$ cat config.mk
export PLATFORM = sky130hd
export DESIGN_NAME = xor4_parity_rx
export DESIGN_NICKNAME = d
export VERILOG_FILES = /design/src/rtl/xor4_parity_rx.sv
export SDC_FILE = /design/constraint.sdc
export NUM_CORES = 1
export LEC_CHECK = 0
export ABC_AREA = 0
export CAP_MARGIN = 15
export CORE_MARGIN = 2
export CORE_UTILIZATION = 24
export DETAILED_ROUTE_END_ITERATION = 12
export PLACE_DENSITY = 0.45
export SLEW_MARGIN = 20
export SYNTH_ARGS = -nofsm -noshare
export SYNTH_HDL_FRONTEND = slang
export SYNTH_SLANG_ARGS = --single-unit
$ cat constraint.sdc
create_clock -name i_clk -period 1.44 [get_ports i_clk]
set_input_delay 0.144 -clock i_clk [delete_from_list [all_inputs] [get_ports i_clk]]
set_output_delay 0.144 -clock i_clk [all_outputs]
set_load 0.01 [all_outputs]
$ cat src/rtl/xor4_parity_rx.sv
// Serial receiver for the 4-bit parity link: deserialises a,b,c,d,p frames,
// checks parity, strobes the recovered nibble and counts parity errors.
module xor4_parity_rx #(
  parameter bit ODD_PARITY = 1'b0,
  parameter int CNT_W      = 8
) (
  input  logic             i_clk,
  input  logic             i_rst,
  input  logic             i_bit,
  input  logic             i_valid,
  input  logic             i_sync,
  input  logic             i_clr_cnt,
  output logic [3:0]       o_data,
  output logic             o_valid,
  output logic             o_par_err,
  output logic [CNT_W-1:0] o_err_cnt,
  output logic             o_busy
);

  typedef enum logic [2:0] {S_A, S_B, S_C, S_D, S_P} state_t;

  state_t           state_q, state_d;
  logic             acc_q, acc_d;
  logic [3:0]       sh_q, sh_d;
  logic [3:0]       data_q;
  logic             valid_q, perr_q;
  logic [CNT_W-1:0] cnt_q;
  logic             frame_done, err;

  always_ff @(posedge i_clk or posedge i_rst) begin
    if (i_rst) begin
      state_q <= S_A;
      acc_q   <= 1'b0;
      sh_q    <= '0;
    end else begin
      state_q <= state_d;
      acc_q   <= acc_d;
      sh_q    <= sh_d;
    end
  end

  always_comb begin
    state_d    = state_q;
    acc_d      = acc_q;
    sh_d       = sh_q;
    frame_done = 1'b0;
    err        = 1'b0;
    if (i_sync) begin
      // Resync drops the partial frame; a coincident bit starts the new one.
      state_d = S_A;
      acc_d   = 1'b0;
      if (i_valid) begin
        state_d = S_B;
        acc_d   = i_bit;
        sh_d    = {sh_q[2:0], i_bit};
      end
    end else if (i_valid) begin
      case (state_q)
        S_A: begin
          state_d = S_B;
          acc_d   = i_bit;
          sh_d    = {sh_q[2:0], i_bit};
        end
        S_B: begin
          state_d = S_C;
          acc_d   = acc_q ^ i_bit;
          sh_d    = {sh_q[2:0], i_bit};
        end
        S_C: begin
          state_d = S_D;
          acc_d   = acc_q ^ i_bit;
          sh_d    = {sh_q[2:0], i_bit};
        end
        S_D: begin
          state_d = S_P;
          acc_d   = acc_q ^ i_bit;
          sh_d    = {sh_q[2:0], i_bit};
        end
        S_P: begin
          state_d    = S_A;
          frame_done = 1'b1;
          err        = acc_q ^ i_bit ^ ODD_PARITY;
        end
        default: state_d = S_A;
      endcase
    end
  end

  always_ff @(posedge i_clk or posedge i_rst) begin
    if (i_rst) begin
      data_q  <= '0;
      valid_q <= 1'b0;
      perr_q  <= 1'b0;
    end else begin
      valid_q <= frame_done;
      perr_q  <= frame_done & err;
      if (frame_done) data_q <= sh_q;
    end
  end

  // Counter advances at the end of the strobe cycle so a clear in that same
  // cycle overrides the increment.
  always_ff @(posedge i_clk or posedge i_rst) begin
    if (i_rst) begin
      cnt_q <= '0;
    end else if (i_clr_cnt) begin
      cnt_q <= '0;
    end else if (valid_q && perr_q && (cnt_q != {CNT_W{1'b1}})) begin
      cnt_q <= cnt_q + 1'b1;
    end
  end

  assign o_data    = data_q;
  assign o_valid   = valid_q;
  assign o_par_err = perr_q;
  assign o_err_cnt = cnt_q;
  assign o_busy    = (state_q != S_A);

endmodule
**Yosys cells after proc, flatten, opt, wreduce, memory -nomap -nowiden**

Index checks and enable logic that the tools add are counted.

- Flip-flop bits (word level): 22
- Output and inout bits: 15
- Logic and storage cells: 47

- Add/subtract/negate cells: 1
- Equal/unequal tests: 5
- Mux-type cells: 20
- Bitwise operators: 2
- Reduce and logical (&&, ||, !) cells: 12

Operator list:

| kind | number |
|---|---|
| 4-bit 2-to-1 mux | 4 |
| 8-bit 2-to-1 mux | 2 |
| 3-bit case mux with 4 select lines | 1 |
| 1-bit 2-to-1 mux | 10 |
| 8-bit by 1-bit adder with 8-bit output (second input constant) | 1 |
| 8-bit != test (second input constant) | 1 |
| 3-bit by 2-bit == test with 1-bit output (second input constant) | 2 |
| 3-bit 2-to-1 mux | 2 |
| 2-bit nonzero test | 3 |
| 3-bit nonzero test | 2 |
| 2-bit AND reduction | 2 |
| 4-bit OR reduction | 1 |
| 3-bit by 1-bit == test with 1-bit output (second input constant) | 1 |
| 3-bit == test (second input constant) | 1 |
| 3-bit zero test | 1 |
| 3-bit OR reduction | 1 |
| 1-bit logical AND | 2 |
| 1-bit case mux with 2 select lines | 1 |
| 1-bit bitwise AND | 1 |
| 1-bit XOR | 1 |

**Logic depth before layout (Yosys ltp)**

Gate-level depths: netlist of the first run.

- Depth in word-level cells: 5
- Depth in mapped cells: 4

**Worst setup path after synthesis of the first run**

Ideal clock, no wire load.

- Path type: register -> register
- Start: register cnt_q[0], in the netlist o_err_cnt[0]
- End: register cnt_q[0], in the netlist o_err_cnt[0]
- Library setup time: 125 ps
- Arrival: 1448 ps
- Setup slack: -133 ps
- Cell stages (with the launch flop): 5
- Buffers on the path: 0
- Cell sequence: dfrtp_1 -> ha_1 -> and2_2 -> a41oi_4 -> mux2_4

- Longest elaborated chain between the ends: 3
- Elaborated cells on any way between the ends: 6
- Those cells by class: 1 x add/sub; 1 x eq/ne; 2 x mux; 2 x reduce/logical

RTL lines:

| what | line | RTL |
|---|---|---|
| start: declaration | 27 | `logic [CNT_W-1:0] cnt_q;` |
| start signal: assignment | 109 | `cnt_q <= cnt_q + 1'b1;` |
| 8-bit by 1-bit adder with 8-bit output / 8-bit != test (equally long branches) | 109, 108 |  |
| 8-bit 2-to-1 mux / 1-bit logical AND (equally long branches) | 108 | `end else if (valid_q && perr_q && (cnt_q != {CNT_W{1'b1}})) begin` |
| 8-bit 2-to-1 mux / 2-bit nonzero test (equally long branches) | -- |  |

Several ways; a longest one is shown, not always the timed one. The select of a mux whose other input is x is not followed.
A chain may end at the register's enable or synchronous reset.

**Worst setup path in the final report of the first run**

Same ends and word-level chain as after synthesis.

==> key figures, run 1 <==
Timing
  – Final-report hold violation count: 0
  – Worst slew pin tran: 0.2656 ns
  – Count of pins over their slew limit: 0
  – Max transition margin: 0.8204
  – Unrepaired setup endpoints after global routing: false
  – Maximum clock frequency: 0.7191 GHz
  – Setup skew after layout: 0.003320 ns
  – Setup violation total in the final timing report: 0
  – Setup WS post-layout: 0.04928 ns
  – Clock period minus final worst setup slack: 1.391 ns
  – Total negative slack for setup checks: 0 ns
  – Share of the cycle needed by the critical path after routing: 0.9658

Synthesis
  – Compound-gate portion of the synthesized area: 0.1618
  – Multiplexer share of the synthesized area: 0.1034
  – Count of mapped cells out of synthesis: 97
  – Simple-gate share of the synthesized area: 0.1697
  – Syn Std Cell Area: 1114 um2
  – Xor/xnor share of the synthesized area: 0.007865
  – Number of nets in the synthesized netlist: 104
  – Seq cells post-synth: 22
  – Distinct cells, synth: 38
  – Mean Syn Cell Area: 11.48 um2
  – Area share of fa/ha/maj cells after synthesis: 0.01124
  – Dominant combinational cell family by area after synthesis: simple AND/OR/NAND/NOR gates
  – Warning count from the yosys run: 0
  – Sequential-to-total area share from yosys stat: 0.4944

Placement
  – Placed Instances: 179
  – Routability congestion estimate: 0.7516
  – Post-detail-place hpwl: 1708 um
  – Pre-CTS setup slack: -0.003500 ns
  – Area of placed instances: 1463 um2
  – IO buf count: 20

Pwr
  – Max IR drop VDD: 0.0004266 V
  – Lkg Pwr: 0.7293 nW
  – Portion of total power attributed to the clock network: 0.402
  – Switching fraction of total power: 0.2101
  – Internal Dissipation: 0.001127 W
  – Part of the total power dissipated in combinational logic: 0.118
  – Power density cells: 915.8 nW/um2
  – Reported net switching power: 0.0002998 W
  – Part of the power in registers: 0.481

Final layout
  – Layout Cells excl Fill: 184
  – Area added between synthesis and finish: 39.89%
  – Fraction of the core area covered by cells at the end of the flow: 0.3529
  – Final standard cell area without fillers: 1558 um2
  – Ant. Diodes: 0
  – Share of layout cells above drive strength 1: 0.3258
  – Leading cell types in the layout, fill and taps excluded: sky130_fd_sc_hd__dfrtp_1 (16), sky130_fd_sc_hd__buf_4 (16), sky130_fd_sc_hd__clkdlybuf4s50_1 (13)
  – Final nets: 140
  – Total of fill cells in the finished design: 442

Clock tree
  – Total number of clock tree sinks: 22
  – Number of clock buffers inserted by TritonCTS: 3
  – Clk Tree Root Cell: sky130_fd_sc_hd__clkbuf_8
  – Clock tree from TritonCTS: yes
  – Clock latency on the worst-skew pair: 0.26 ns
  – Number of hold buffers added after cts: 0
  – Number of levels in the clock H-tree: 1
  – Deepest clock path buffer count: 2
  – Clk pin slew, worst setup/hold paths: 0.08 ns

Floorplanning
  – Initial core utilization: 0.2523
  – Die ar.: 5201 um2
  – Area of the core region: 4414 um2
  – I/O pin total: 21
  – X dimension of the die: 72.12 um
  – Height of the die: 72.12 um
  – Row cnt: 24

Drt
  – Initial detailed-routing violation count: 65
  – Vias: 893
  – Post-route DRC: 0
  – Number of vias per cell after detailed routing: 4.853
  – Count of antenna-violating nets left after detailed routing: 0
  – Wire length per cell: 12.48 um
  – Final wirelength: 2296 um
  – Pre-Repair DR Iteration Count: 4

Status
  – Result of the run: complete, no violations

Setup path
  – Kind of cell with the highest combined delay on the critical path: flip-flops
  – Startpoint type of the worst setup path: flop
  – Number of buffers and inverters on the critical path: 0
  – CP Cell Sequence: ha_4, and2_2, a41oi_4, mux2_4
  – CP max stage delay: 0.43 ns
  – FF-to-FF End: o_err_cnt[0]
  – Crit path max-delay cell type: sky130_fd_sc_hd__dfrtp_2
  – Critical Path Sink Type: flop
  – Required time of the worst setup path: 1.59 ns
  – Critical R2R Launch: o_err_cnt[0]
  – Maximum fanout along the worst path: 3
  – R2R Setup Slk: 0.05 ns
  – FF-to-FF path depth: 4
  – Critical path class: flop to flop
  – Arrival time at the worst endpoint: 1.54 ns

GRT
  – GRT Resource Usage Total: 0.09915
  – Gr ovfl total: 0
  – First-pass GRT wire length: 4126 um
  – Maximum number of pins on one net before global-route repair: 23
  – Initial antenna violation count: 0
  – Number of global-route vias before repair: 859

Min path
  – Min-delay worst type: input pin to asynchronous set/reset pin

Run
  – Number of maximum-capacitance violations: 0
==> through the flow <==
step           hold slack [ns]  power (W)
4_1_cts                 0.2202   0.001450
3_3_place_gp            0.4928  0.0008642
5_1_grt                 0.2494   0.001497
2_1_floorplan           0.1332  0.0007825
3_5_place_dp            0.4931  0.0008658
6_report                0.2105   0.001427
==> registers in the layout, indices dropped and copies added, names as in the netlist <==
signal / cells
acc_q: 1
sh_q: 4
state_q: 3
o_par_err: 1
o_valid: 1
o_err_cnt: 8
o_data: 4
==> cell usage after synthesis <==
cell type,count,area share
sky130_fd_sc_hd__a41oi_1,2,0.016
sky130_fd_sc_hd__and3b_1,1,0.0079
sky130_fd_sc_hd__and2_2,1,0.0067
sky130_fd_sc_hd__and2b_1,1,0.0067
sky130_fd_sc_hd__nand3_1,2,0.0090
sky130_fd_sc_hd__mux2_4,1,0.013
sky130_fd_sc_hd__buf_4,2,0.013
sky130_fd_sc_hd__nand4_2,1,0.011
sky130_fd_sc_hd__and3_1,3,0.017
sky130_fd_sc_hd__nand4_1,1,0.0056
sky130_fd_sc_hd__dfrtp_1,22,0.49
sky130_fd_sc_hd__a31oi_1,1,0.0056
sky130_fd_sc_hd__o211ai_1,1,0.0067
sky130_fd_sc_hd__a41oi_4,1,0.025
sky130_fd_sc_hd__a21oi_1,4,0.018
sky130_fd_sc_hd__mux2_2,8,0.081
sky130_fd_sc_hd__a211oi_1,2,0.013
sky130_fd_sc_hd__clkbuf_2,1,0.0045
sky130_fd_sc_hd__inv_1,4,0.013
sky130_fd_sc_hd__buf_6,2,0.020
sky130_fd_sc_hd__o2bb2ai_1,1,0.0079
sky130_fd_sc_hd__a311oi_1,3,0.024
sky130_fd_sc_hd__nor2_1,6,0.020
sky130_fd_sc_hd__mux2i_1,1,0.0090
sky130_fd_sc_hd__o21ai_2,1,0.0079
sky130_fd_sc_hd__and2_1,1,0.0056
sky130_fd_sc_hd__nand2_1,5,0.017
sky130_fd_sc_hd__o21ai_0,3,0.013
sky130_fd_sc_hd__and4_1,3,0.024
sky130_fd_sc_hd__nor2b_1,1,0.0056
sky130_fd_sc_hd__a21boi_0,1,0.0067
sky130_fd_sc_hd__o221a_2,1,0.010
sky130_fd_sc_hd__a2bb2oi_1,1,0.0079
sky130_fd_sc_hd__xnor2_1,1,0.0079
sky130_fd_sc_hd__ha_1,1,0.011
sky130_fd_sc_hd__nor3_1,2,0.0090
sky130_fd_sc_hd__nor4b_1,1,0.0079
sky130_fd_sc_hd__nand2b_1,3,0.017
==> repair_timing <==
item | 4_1_cts | 5_1_grt
buffers inserted | 1 | 0
setup endpoints to repair | 7 | 4
gates resized for setup | 10 | 5
endpoints found under the hold margin | 0 | 0
==> how the worst max path moves through the flow <==
stage	startpoint	end	cells past startpoint	slack, ns
after floorplan	o_err_cnt[1]	o_err_cnt[0]	4	0.009
after global placement	i_valid	o_data[2]	3	0.03
after detailed placement	i_valid	o_data[2]	3	-0.003
after CTS	o_par_err	o_par_err	1	0.008
after global routing	o_err_cnt[2]	o_err_cnt[2]	1	0.009
final	o_err_cnt[0]	o_err_cnt[0]	4	0.05
==> worst reg2reg max path: stages (launching register included) <==
cell and delay [ns]:
sky130_fd_sc_hd__dfrtp_2 0.43, sky130_fd_sc_hd__ha_4 0.16, sky130_fd_sc_hd__and2_2 0.21, sky130_fd_sc_hd__a41oi_4 0.16, sky130_fd_sc_hd__mux2_4 0.32
==> per-layer routing <==
layer	track usage	vias up	share of wire
met5	0	-	0
met3	0.02361	7	0.064
met4	0.03774	0	0.022
met2	0.1519	25	0.46
li1	-	429	-
met1	0.1357	432	0.46
==> cell families after synthesis <==
family,Yosys count
adders and majority gates,1
buffers and inverters,9
DFF,22
xor gates and xnor gates,1
AOI/OAI and AO/OA,22
muxes,10
and+or+nand+nor,32
==> power groups by stage <==
stage	Combinational [W]	Clock [W]	Sequential (W)
finish	0.000168	0.000573	0.000686
CTS	0.000171	0.000593	0.000686
global placement	0.000169	0	0.000696
global route	0.000185	0.000620	0.000693
detailed placement	0.000170	0	0.000696
floorplan	0.0000844	0	0.000698
==> final cells by class <==
type / count / area [um2] / area share
Clock inverter: 1 / 30.03 / 0.01928
Tap cell: 52 / 65.06 / 0.04177
Multi-Input combinational cell: 66 / 525.5 / 0.3374
Clock buffer: 3 / 41.29 / 0.02651
Inverter: 4 / 15.01 / 0.009639
Timing Repair Buffer: 36 / 322.8 / 0.2072
Sequential cell: 22 / 558.0 / 0.3582
Power figures use the tool's default switching activity.
==> run 2: changes to the inputs <==
--- a/config.mk
+++ b/config.mk
@@ -11,6 +11,7 @@
 export CORE_UTILIZATION = 24
 export DETAILED_ROUTE_END_ITERATION = 12
 export PLACE_DENSITY = 0.45
+export SKIP_CTS_REPAIR_TIMING = 1
 export SLEW_MARGIN = 20
 export SYNTH_ARGS = -nofsm -noshare
 export SYNTH_HDL_FRONTEND = slang
==> key figures, run 2 (same netlist as run 1, synthesis figures left out) <==
Pwr
  – Power density cells: 897.1 nW/um2 (was 915.8 nW/um2)
  – Max IR drop VDD: 0.0004265 V (was 0.0004266 V)
  – Lkg Pwr: 0.7705 nW (was 0.7293 nW)
  – Power after layout: 0.001428 W (was 0.001427 W)

Drt
  – Vias: 892 (was 893)
  – Post-route DRC: 0 (unchanged)
  – Final wirelength: 2304 um (was 2296 um)
  – Number of vias per cell after detailed routing: 4.796 (was 4.853)
  – Initial detailed-routing violation count: 44 (was 65)
  – Count of antenna-violating nets left after detailed routing: 0 (unchanged)
  – Wire length per cell: 12.39 um (was 12.48 um)
  – Pre-Repair DR Iteration Count: 4 (unchanged)

Floorplanning
  – Row cnt: 24 (unchanged)
  – Height of the die: 72.12 um (unchanged)
  – I/O pin total: 21 (unchanged)
  – X dimension of the die: 72.12 um (unchanged)
  – Die ar.: 5201 um2 (unchanged)
  – Initial core utilization: 0.2523 (unchanged)
  – Area of the core region: 4414 um2 (unchanged)

Timing
  – Setup violation total in the final timing report: 0 (unchanged)
  – Unrepaired setup endpoints after global routing: false (unchanged)
  – Maximum clock frequency: 0.7198 GHz (was 0.7191 GHz)
  – Setup WS post-layout: 0.05075 ns (was 0.04928 ns)
  – Worst slew pin tran: 0.2650 ns (was 0.2656 ns)
  – Count of pins over their slew limit: 0 (unchanged)
  – Max transition margin: 0.8209 (was 0.8204)
  – Clock period minus final worst setup slack: 1.389 ns (was 1.391 ns)
  – Worst hold margin: 0.2114 ns (was 0.2105 ns)
  – Share of the cycle needed by the critical path after routing: 0.9648 (was 0.9658)
  – Final-report hold violation count: 0 (unchanged)
  – Setup skew after layout: 0.003435 ns (was 0.003320 ns)

Placement
  – Pre-CTS setup slack: -0.003500 ns (unchanged)
  – Post-detail-place hpwl: 1708 um (unchanged)
  – Area of placed instances: 1463 um2 (unchanged)
  – IO buf count: 20 (unchanged)
  – Routability congestion estimate: 0.7516 (unchanged)

Final layout
  – Final standard cell area without fillers: 1592 um2 (was 1558 um2)
  – Share of layout cells above drive strength 1: 0.3433 (was 0.3258)
  – Number of flip-flops under the largest register name: 8 (unchanged)
  – Ant. Diodes: 0 (unchanged)
  – Fraction of the core area covered by cells at the end of the flow: 0.3605 (was 0.3529)
  – Area added between synthesis and finish: 42.92% (was 39.89%)
  – Leading cell type in the layout, fill and taps excluded: sky130_fd_sc_hd__buf_4
  – Final nets: 142 (was 140)
  – Leading cell types in the layout, fill and taps excluded: sky130_fd_sc_hd__buf_4 (18), sky130_fd_sc_hd__dfrtp_1 (16), sky130_fd_sc_hd__clkdlybuf4s50_1 (14) (was sky130_fd_sc_hd__dfrtp_1 (16), sky130_fd_sc_hd__buf_4 (16), sky130_fd_sc_hd__clkdlybuf4s50_1 (13))

Setup path
  – Crit path from: o_err_cnt[0] (unchanged)
  – Critical R2R Launch: o_err_cnt[0] (unchanged)
  – Critical Path Sink Type: flop (unchanged)
  – Maximum fanout along the worst path: 3 (unchanged)
  – Crit path max-delay cell type: sky130_fd_sc_hd__dfrtp_2 (unchanged)
  – CP Cell Sequence: ha_4, and2_2, a41oi_4, mux2_4 (unchanged)
  – Required time of the worst setup path: 1.59 ns (about the same)
  – Critical path class: flop to flop (unchanged)
  – Startpoint type of the worst setup path: flop (unchanged)
  – Arrival time at the worst endpoint: 1.54 ns (about the same)
  – CP max stage delay: 0.43 ns (about the same)
  – R2R Setup Slk: 0.05 ns (about the same)

Status
  – Result of the run: complete, no violations (unchanged)

Clock tree
  – Clock tree from TritonCTS: yes (unchanged)
  – Clk pin slew, worst setup/hold paths: 0.08 ns (about the same)
  – Number of levels in the clock H-tree: 1 (unchanged)
  – Deepest clock path buffer count: 2 (unchanged)
  – Number of clock buffers inserted by TritonCTS: 3 (unchanged)
  – Clk Tree Root Cell: sky130_fd_sc_hd__clkbuf_8 (unchanged)
  – Clock latency on the worst-skew pair: 0.26 ns (about the same)
  – Total number of clock tree sinks: 22 (unchanged)

GRT
  – GRT Resource Usage Total: 0.09713 (was 0.09915)
  – First-pass GRT wire length: 4071 um (was 4126 um)
  – Maximum number of pins on one net before global-route repair: 23 (unchanged)
  – Initial antenna violation count: 0 (unchanged)
  – Number of global-route vias before repair: 869 (was 859)
  – Gr ovfl total: 0 (unchanged)

Min path
  – Min-delay worst type: input pin to asynchronous set/reset pin (unchanged)

Run
  – Number of maximum-capacitance violations: 0 (unchanged)
-- run 2: changes by cell type in the layout (fill, tap and decap cells not counted) --
cell	previous run	this run
sky130_fd_sc_hd__clkdlybuf4s50_1	13	14
sky130_fd_sc_hd__buf_4	16	18
sky130_fd_sc_hd__a311oi_2	0	1
sky130_fd_sc_hd__a311oi_1	3	2
sky130_fd_sc_hd__dlygate4sd2_1	4	0
sky130_fd_sc_hd__dlymetal6s2s_1	3	6
-- run 2: metrics by stage --
| step | instances | setup TNS (ns) |
|---|---|---|
| after CTS | 183 | -0.3960 |
| after detailed placement | 179 | -0.003500 |
| after floorplan | 97 | 0 |
| after global placement | 179 | 0 |
| after global routing | 186 | 0 |
| final | 186 | 0 |
-- run 2: per-layer routing --
layer | routed length (um) | GRT usage
met3 | 121 | 0.02361
met2 | 1069 | 0.1498
met1 | 1084 | 0.1297
met4 | 29 | 0.04193
met5 | 0 | 0
-- run 2: final timing paths --
| check | endpoint | cells after the start |
|---|---|---|
| max in group asynchronous | o_err_cnt[2] | 3 |
| max | o_err_cnt[0] | 4 |
| max reg2reg | o_err_cnt[0] | 4 |
| min reg2reg | sh_q[3] | 1 |
| min | o_err_cnt[1] | 3 |
| min in group i_clk | sh_q[3] | 1 |
-- run 2: area by class of cell --
cell class | count | area [um2]
inverters | 4 | 15.01
repair buffers | 38 | 350.3
clock inverters | 1 | 30.03
flip-flops and latches | 22 | 558.0
multi-input cells | 66 | 531.8
fillers | 437 | 2823
well taps | 52 | 65.06
clock buffers | 3 | 41.29
-- run 2: power by group --
part / switching [W] / internal, W
sequential: 0.0000267 / 0.000659
combinational: 0.0000710 / 0.0000990
clock: 0.000201 / 0.000371
total: 0.000299 / 0.00113
-- run 2: critical path: cells and delay by family, from the launching register on --
kind	cells	cell delay, ns
fa+ha+maj	1	0.16
compound gates	1	0.16
mux	1	0.32
flops	1	0.43
simple gates	1	0.21
